==> src/rtl/logic_unit_pkg.sv <==
// Shared opcode encoding and the per-bit gate evaluator for the pipelined logic unit.
package logic_unit_pkg;

   typedef enum logic [2:0] {
      OP_NOT   = 3'd0,
      OP_AND   = 3'd1,
      OP_OR    = 3'd2,
      OP_NAND  = 3'd3,
      OP_NOR   = 3'd4,
      OP_XOR   = 3'd5,
      OP_XNOR  = 3'd6,
      OP_PASSB = 3'd7
   } op_e;

   // All eight gate outputs for one bit pair, indexed by opcode value.
   function automatic logic [7:0] gate_results(input logic a, input logic b);
      gate_results = {b, ~(a ^ b), a ^ b, ~(a | b), ~(a & b), a | b, a & b, ~a};
   endfunction

endpackage

==> src/rtl/logic_unit_flags.sv <==
// Combinational result flags: zero, all-ones, parity and (with LOGIC_UNIT_POPCNT_EN) popcount.
module logic_unit_flags #(
   parameter int WIDTH = 8
) (
   input  logic [WIDTH-1:0]           y,
   output logic                       zero,
   output logic                       ones,
   output logic                       parity
`ifdef LOGIC_UNIT_POPCNT_EN
   ,
   output logic [$clog2(WIDTH+1)-1:0] popcnt
`endif
);

   assign zero   = ~|y;
   assign ones   = &y;
   assign parity = ^y;

`ifdef LOGIC_UNIT_POPCNT_EN
   localparam int PCW = $clog2(WIDTH + 1);

   always_comb begin
      popcnt = '0;
      for (int i = 0; i < WIDTH; i++) begin
         popcnt = popcnt + PCW'(y[i]);
      end
   end
`endif

endmodule

==> src/rtl/logic_unit_pipe.sv <==
// Two-stage pipelined bitwise logic unit with valid/ready flow control and accumulator chaining.
// Optional popcount output is enabled by defining LOGIC_UNIT_POPCNT_EN.
module logic_unit_pipe
   import logic_unit_pkg::*;
#(
   parameter int WIDTH = 8
) (
   input  logic                       clk,
   input  logic                       rst,
   input  logic                       in_valid,
   output logic                       in_ready,
   input  logic [2:0]                 in_op,
   input  logic [WIDTH-1:0]           in_a,
   input  logic [WIDTH-1:0]           in_b,
   input  logic                       in_acc,
   input  logic                       acc_clr,
   output logic                       out_valid,
   input  logic                       out_ready,
   output logic [WIDTH-1:0]           out_y,
   output logic                       out_zero,
   output logic                       out_ones,
   output logic                       out_parity,
   output logic [WIDTH-1:0]           acc
`ifdef LOGIC_UNIT_POPCNT_EN
   ,
   output logic [$clog2(WIDTH+1)-1:0] out_popcnt
`endif
);

   logic             s1_valid;
   logic [WIDTH-1:0] s1_a;
   logic [WIDTH-1:0] s1_b;
   op_e              s1_op;
   logic             s1_adv;
   logic             accept;
   logic [WIDTH-1:0] operand_a;
   logic [WIDTH-1:0] result;
   logic             f_zero;
   logic             f_ones;
   logic             f_parity;

   // An accumulate beat waits for S1 to drain so acc already holds every earlier result.
   assign s1_adv    = s1_valid & (~out_valid | out_ready);
   assign in_ready  = (~s1_valid | s1_adv) & ~(in_acc & s1_valid);
   assign accept    = in_valid & in_ready;
   assign operand_a = in_acc ? acc : in_a;

   always_ff @(posedge clk) begin
      if (rst) begin
         s1_valid <= 1'b0;
         s1_a     <= '0;
         s1_b     <= '0;
         s1_op    <= OP_NOT;
      end else if (accept) begin
         s1_valid <= 1'b1;
         s1_a     <= operand_a;
         s1_b     <= in_b;
         s1_op    <= op_e'(in_op);
      end else if (s1_adv) begin
         s1_valid <= 1'b0;
      end
   end

   for (genvar i = 0; i < WIDTH; i++) begin : g_bit
      logic [7:0] bit_res;
      assign bit_res   = gate_results(s1_a[i], s1_b[i]);
      assign result[i] = bit_res[s1_op];
   end

`ifdef LOGIC_UNIT_POPCNT_EN
   logic [$clog2(WIDTH+1)-1:0] f_popcnt;

   logic_unit_flags #(.WIDTH(WIDTH)) u_flags (
      .y      (result),
      .zero   (f_zero),
      .ones   (f_ones),
      .parity (f_parity),
      .popcnt (f_popcnt)
   );
`else
   logic_unit_flags #(.WIDTH(WIDTH)) u_flags (
      .y      (result),
      .zero   (f_zero),
      .ones   (f_ones),
      .parity (f_parity)
   );
`endif

   // acc_clr has priority over the result written when S2 loads.
   always_ff @(posedge clk) begin
      if (rst) begin
         out_valid  <= 1'b0;
         out_y      <= '0;
         out_zero   <= 1'b0;
         out_ones   <= 1'b0;
         out_parity <= 1'b0;
         acc        <= '0;
`ifdef LOGIC_UNIT_POPCNT_EN
         out_popcnt <= '0;
`endif
      end else begin
         if (s1_adv) begin
            out_valid  <= 1'b1;
            out_y      <= result;
            out_zero   <= f_zero;
            out_ones   <= f_ones;
            out_parity <= f_parity;
`ifdef LOGIC_UNIT_POPCNT_EN
            out_popcnt <= f_popcnt;
`endif
         end else if (out_ready) begin
            out_valid <= 1'b0;
         end
         if (acc_clr) begin
            acc <= '0;
         end else if (s1_adv) begin
            acc <= result;
         end
      end
   end

endmodule

==> config.mk <==
export PLATFORM = sky130hd
export DESIGN_NAME = logic_unit_pipe
export DESIGN_NICKNAME = d
export VERILOG_FILES = /design/src/rtl/logic_unit_pkg.sv /design/src/rtl/logic_unit_flags.sv /design/src/rtl/logic_unit_pipe.sv
export SDC_FILE = /design/constraint.sdc
export NUM_CORES = 1
export LEC_CHECK = 0
export CAP_MARGIN = 20
export CORE_MARGIN = 5
export CORE_UTILIZATION = 50
export DETAILED_ROUTE_END_ITERATION = 12
export PLACE_DENSITY = 0.75
export SLEW_MARGIN = 20
export SYNTH_ARGS = -nofsm -noshare
export SYNTH_HDL_FRONTEND = slang
export SYNTH_SLANG_ARGS = --single-unit
==> constraint.sdc <==
create_clock -name clk -period 4.1 [get_ports clk]
set_input_delay 0.82 -clock clk [delete_from_list [all_inputs] [get_ports clk]]
set_output_delay 0.82 -clock clk [all_outputs]
set_load 0.05 [all_outputs]
==> impl_metrics.csv <==
group,metric,value,unit
synthesis,synth_cell_types,36,
die,ios,46,
setup_path,crit_chain,"clkdlybuf4s50_1, nor2b_1, o21ai_0, clkdlybuf4s50_1",
cells_and_area,nets,434,
setup_path,ff2ff_setup_slack,0.94,ns
cells_and_area,final_cells,445,
setup_path,critical_path_class,"in -> out",
pwr,p_leak,1.41,nW
synthesis,synth-seq-cells,40,
die,rows,27,
setup_path,cpMostUsedCell,"clkdlybuf4s50_1",
timing,period_share,0.803,
cells_and_area,layout-drive-gt1-share,0.0777,
grt,grt_max_degree,38,
clock_network,cts_tree,"built",
setup_path,crit_family,"buffers and inverters",
cells_and_area,areaGrowthSynthToFinish,20.7,%
setup_path,cp.depth,4,
clock_network,clockBufferDepth,2,
cells_and_area,diodes,0,
timing,rsz0062_at_grt,"no",
synthesis,synth.net_count,400,
synthesis,ys_top_cells_by_area,"dfxtp_1 (28%), ha_1 (16%), mux2i_1 (7.7%), mux4_2 (7.1%), nand2_1 (6.8%)",
setup_path,worst-r2r-cell-count,9,
pwr,p_per_area,323,nW/um^2
grt,track_usage,0.184,
placement,port_buffers,45,
placement,dp.cells,437,
setup_path,endpoint_kind,"output pin",
pwr,vdd_drop_max,191,uV
route,vias,2371,
die,dieWidth,85.6,um
die,chipHeight,85.6,um
setup_path,critPathMaxFanout,5,
clock_network,postCtsSetupBuffers,0,
timing,setup_viol,0,
cells_and_area,mostFrequentLayoutCells,"nand2_1 (52), clkdlybuf4s50_1 (45), dfxtp_1 (39)",
route,finalWirelength,6.43,mm
setup_path,critPathArrivalTime,2.47,ns
timing,maxSlewViolCount,0,
timing,tns,0,ns
timing,finalHoldViolations,0,
setup_path,critPathRequiredTime,3.28,ns
placement,hpwlAfterDp,4.94,mm
hold_path,hp-start,"out_y[3]",
grt,grt_pass1_wl,10.9,mm
route,drcViolationCount,0,
timing,final.setup_skew,0.00899,ns
synthesis,synth.largest_area_cell,"dfxtp_1",
setup_path,critPathLaunchType,"primary input",
die,initial_core_util,0.516,
route,first_iter_violations,97,
grt,antenna_found_initial,0,
placement,gp_congestion,0.780,
route,detail_route.wl_per_cell,14.5,um
setup_path,r2r_start,"s1_op[1]",
clock_network,cts-buffers-inserted,5,
clock_network,cts_hold_buf,0,
route,drtAntennaViolNets,0,
run,drv_cap,0,
clock_network,path_clk_slew,0.09,ns
setup_path,reg2reg_to,"out_parity",
setup_path,max_stage_delay,0.86,ns
grt,first_global_vias,2344,
timing,worstMarginPinSlew,1.01,ns
synthesis,yosysWarnings,0,
setup_path,cp_num_buf_inv,2,
hold_path,worstHoldEndpoint,"out_y[3]",
grt,grt_overflow_total,0,
route,via_per_inst,5.33,
synthesis,syn_inst,338,
hold_path,hp-class,"reg -> reg",
clock_network,clk_latency,0.30,ns
clock_network,h-tree-depth,2,
synthesis,ys_seq_area_frac,0.280,
status,status,"completed",
cells_and_area,final_common_cell,"nand2_1",
die,die_area,7330,um^2
synthesis,synth_top_cell_area_share,0.280,
setup_path,cpMaxStageDelayCell,"clkdlybuf4s50_1",
route,drt-pass1-iter-count,4,
hold_path,hold_depth,2,
timing,min_period,3.29,ns
synthesis,avgSynthCellArea,8.46,um^2
timing,max_freq,304,MHz
synthesis,synthesis.area,2860,um^2
clock_network,root_buffer,"clkbuf_8",
timing,relSlewSlack,0.325,
die,core_area,5540,um^2
clock_network,cts_resized,0,
clock_network,cts.sinks,40,
## Yosys cell counts (all sizes together)
cell	number
a211oi	8
a21oi	31
a31oi	2
a32oi	2
and2	4
and3	3
and4	1
buf	13
clkbuf	10
dfxtp	40
ha	37
inv	29
mux2	5
mux2i	22
mux4	11
nand2	52
nand2b	4
nand3	1
nand3b	1
nor2	27
nor2b	6
nor3	2
o2111ai	1
o211ai	4
o21a	1
o21ai	15
or2	1
or2b	1
or4	2
xnor2	1
xor2	1
## metal layers
metal / up-vias / GRT usage / wire [um]
li1: 1217 / - / -
met1: 1110 / 0.223 / 2810
met2: 33 / 0.327 / 3320
met3: 11 / 0.0355 / 208
met4: 0 / 0.0561 / 101
met5: - / 0 / 0
## how the worst max path moves through the flow
| stage | to | start | slack [ns] |
|---|---|---|---|
| 6_report | in_ready | out_ready | 0.81 |
| 5_1_grt | in_ready | out_ready | 0.70 |
| 4_1_cts | in_ready | out_ready | 0.79 |
| 3_5_place_dp | in_ready | out_ready | 0.80 |
| 3_3_place_gp | in_ready | in_acc | 0.80 |
| 2_1_floorplan | s1_a[6] | in_acc | 0.88 |
## layout make-up
class | count | area (um^2)
Fill cell | 489 | 2090
Multi-Input combinational cell | 246 | 1840
Sequential cell | 40 | 802
Timing Repair Buffer | 50 | 488
Inverter | 29 | 109
Tap cell | 72 | 90.1
Clock buffer | 6 | 82.6
Clock inverter | 2 | 38.8
## tightest hold or removal path, stage by stage (launching register included)
cell     delay, ns
dfxtp_1       0.31
nand2_1       0.05
a21oi_1       0.05
## sequential cells by signal (all words and copies together), names as in the netlist
name        cells
acc             8
out_ones        1
out_parity      1
out_valid       1
out_y           8
out_zero        1
s1_a            8
s1_b            8
s1_op           3
s1_valid        1
## metrics by stage
step | area [um^2] | utilization | power, mW | setup WS (ns) | hold WS [ns]
floorplan | 2860 | - | 0.683 | 0.883 | 0.468
global placement | 3330 | 0.601 | 0.765 | 0.798 | 0.438
detailed placement | 3330 | 0.601 | 0.778 | 0.802 | 0.446
CTS | 3450 | 0.623 | 1.13 | 0.789 | 0.458
global route | 3450 | 0.623 | 1.18 | 0.695 | 0.489
finish | 3450 | 0.623 | 1.12 | 0.806 | 0.458
## logic make-up after synthesis
group,after synthesis,synth area share
AO/OA/AOI/OAI,64,0.128
XOR/XNOR,2,0.00613
adder cells (fa/ha/maj),37,0.162
buffers and inverters,52,0.0757
flip-flops,40,0.280
multiplexers,38,0.186
AND/OR/NAND/NOR,105,0.162
## report_power, final
group	switching [mW]	leakage [nW]	internal, mW
Combinational	0.174	1.02	0.149
Sequential	0.0325	0.329	0.412
Clock	0.150	0.0614	0.199
Total	0.356	1.41	0.761
No activity file was read; power rests on OpenSTA's default activity.
==> edit: new RTL, same flow settings <==
`WIDTH` is set to 8 in 2 places; all go to 12.
--- a/src/rtl/logic_unit_flags.sv
+++ b/src/rtl/logic_unit_flags.sv
@@ -1,6 +1,6 @@
 // Combinational result flags: zero, all-ones, parity and (with LOGIC_UNIT_POPCNT_EN) popcount.
 module logic_unit_flags #(
-   parameter int WIDTH = 8
+   parameter int WIDTH = 12
 ) (
    input  logic [WIDTH-1:0]           y,
    output logic                       zero,
--- a/src/rtl/logic_unit_pipe.sv
+++ b/src/rtl/logic_unit_pipe.sv
@@ -3,7 +3,7 @@
 module logic_unit_pipe
    import logic_unit_pkg::*;
 #(
-   parameter int WIDTH = 8
+   parameter int WIDTH = 12
 ) (
    input  logic                       clk,
    input  logic                       rst,
Interface: changed (resized acc, in_a, in_b and out_y); port bits go from 46 to 62. No check against the original RTL was run, so the function may have changed too.
==> edit against the original RTL <==
- area after synthesis is 41% higher
- sequential cell count is 16 higher
- sequential power is 39% higher
- design area is 38% higher
- worst setup slack better by 0.39 ns
- power is 28% higher
- non-clock buffer count is 21 higher
- register-to-register slack better by 0.26 ns
- first-iteration DRC count is 62% higher
- synthesized cell count is 35% higher
- clock skew hardly changed
- combinational power is 54% higher
- wire length is 52% higher
- highest routed layer unchanged
==> edit: results (changes against the original RTL) <==
| Metric | Value |
|---|---|
| Status | completed |
| Post-synthesis sequential area ratio | 27.83% (-0.17 points) |
| Clock transition at path regs | 0.11 ns (+0.02 ns) |
| Worst reg2reg path depth | 10 (+1) |
| Critical-path top delay cell | dfxtp_2 |
| Post-place setup slack | 1.237 ns (+0.4352 ns) |
| Synth top cells by count | 59 x ha_1, 56 x dfxtp_1, 47 x inv_1 |
| Min cycle time layout | 2.901 ns (-0.3935 ns) |
| Yosys cell types | 39 (+8.3%) |
| TritonRoute pass-1 iters | 4 (unchanged) |
| Postcts setup bufs | 0 (unchanged) |
| DR vias/cell | 5.645 (+5.9%) |
| Met1 Use GR | 24.66% (+2.4 points) |
| Layout Cells excl Fill | 602 (+35%) |
| Iteration-0 DRC count of the detailed router | 157 (+62%) |
| Mapped Avg Cell Area | 8.852 sq um (+4.7%) |
| Post-DP HPWL | 7.083 mm (+43%) |
| Crit. Startpoint | s1_op[1] |
| Synth async-reset ratio | 0% (unchanged) |
| Min-delay src | out_ones |
| Filler cell count | 690 (+41%) |
| Syn Nets | 547 (+37%) |
| CTS resizes | 0 (unchanged) |
| Leak Pwr | 1.930 nW (+37%) |
| All-layer global routing usage | 19.77% (+1.4 points) |
| Share of cells above drive strength 1 | 7.800% (+0.025 points) |
| P_sw | 0.0005167 W (+45%) |
| First-pass GRT wire length | 16.15 mm (+48%) |
| Skew-Pair Late Insertion Delay | 0.32 ns (+0.02 ns) |
| Clock Skew | 0.008727 ns (-0.0002640 ns) |
| CP Max Fanout | 45 (+40) |
| Synth top area cells | dfxtp_1 28%, ha_1 18%, mux2i_1 10%, a21oi_1 5.7%, inv_1 4.4% |
| CP max stage delay | 0.77 ns (-0.09 ns) |
| H-tree depth | 2 (unchanged) |
| Worst vdd ir | 0.0001624 V (-15%) |
| Synth Flop Type | dfxtp_1 |
| Grt met2 use | 35.30% (+2.6 points) |
| Port bufs | 61 (+36%) |
| CP arrival | 3.14 ns (+0.67 ns) |
| CP delay by family, top | flip-flops |
| Clk buf depth | 2 (unchanged) |
| Met3 usage | 3.015% (-0.54 points) |
| Syn. warnings | 0 (unchanged) |
| DP Cell Count | 594 (+36%) |
| N_diodes | 0 (unchanged) |
| Final net count | 591 (+36%) |
| Slew margin rel. | 44.97% (+12 points) |
| WHS Endpoint | out_ones |
| Vias in the first global route | 3365 (+44%) |
| Avg WL per Cell | 16.25 microns (+12%) |
| GPL Wtd Cong | 0.8370 (+7.3%) |
| Largest net degree at the start of global routing | 51 (+34%) |
==> edit: how the worst max path moves through the flow <==
stage	to	cells after the start
2_1_floorplan	in_ready	5
3_3_place_gp	in_ready	5
3_5_place_dp	out_parity	10
4_1_cts	out_parity	10
5_1_grt	out_parity	10
6_report	out_parity	10
==> edit: tightest hold or removal path, delay by kind of cell (launching register included) <==
family	cells	cell delay (ns)
DFF	1	0.33
AOI/OAI and AO/OA	2	0.13
==> edit: layer usage <==
metal | share of wire, % | up-vias
met2 | 51 | 75
met5 | 0 | -
met4 | 1.5 | 0
met3 | 4.5 | 11
met1 | 43 | 1630
li1 | - | 1682
==> edit: cells by family (layout without fill, tap and decap cells) <==
group,count (synthesis),after routing,synth area share (%)
compound gates,128,128,21.37
xor+xnor,5,5,1.087
fa+ha+maj,59,59,18.33
buf+inv,81,126,8.946
flops,56,56,27.83
mux,47,47,13.26
simple gates,79,79,9.164
==> edit: area by class of cell <==
class	count	area share, %
Tap cell	102	2.673
Clock inverter	3	0.4717
Multi-Input combinational cell	318	53.38
Timing Repair Buffer	71	14.83
Sequential cell	56	23.51
Clock buffer	5	1.441
Inverter	47	3.695
==> edit: metrics by stage <==
step                util [%]  hold slack, ns  cell area [sq um]
finish                 61.47          0.4949               4775
floorplan                  -          0.4864               4028
global placement       60.29          0.4812               4683
detailed placement     60.29          0.4856               4683
global route           61.47          0.5208               4775
CTS                    61.47          0.4978               4775
==> edit: power groups by stage <==
stage	Sequential [W]	Clock (W)	Combinational, W
2_1_floorplan	0.000674	0	0.000311
3_5_place_dp	0.000632	0	0.000498
3_3_place_gp	0.000630	0	0.000486
5_1_grt	0.000626	0.000346	0.000548
6_report	0.000620	0.000318	0.000497
4_1_cts	0.000620	0.000329	0.000500
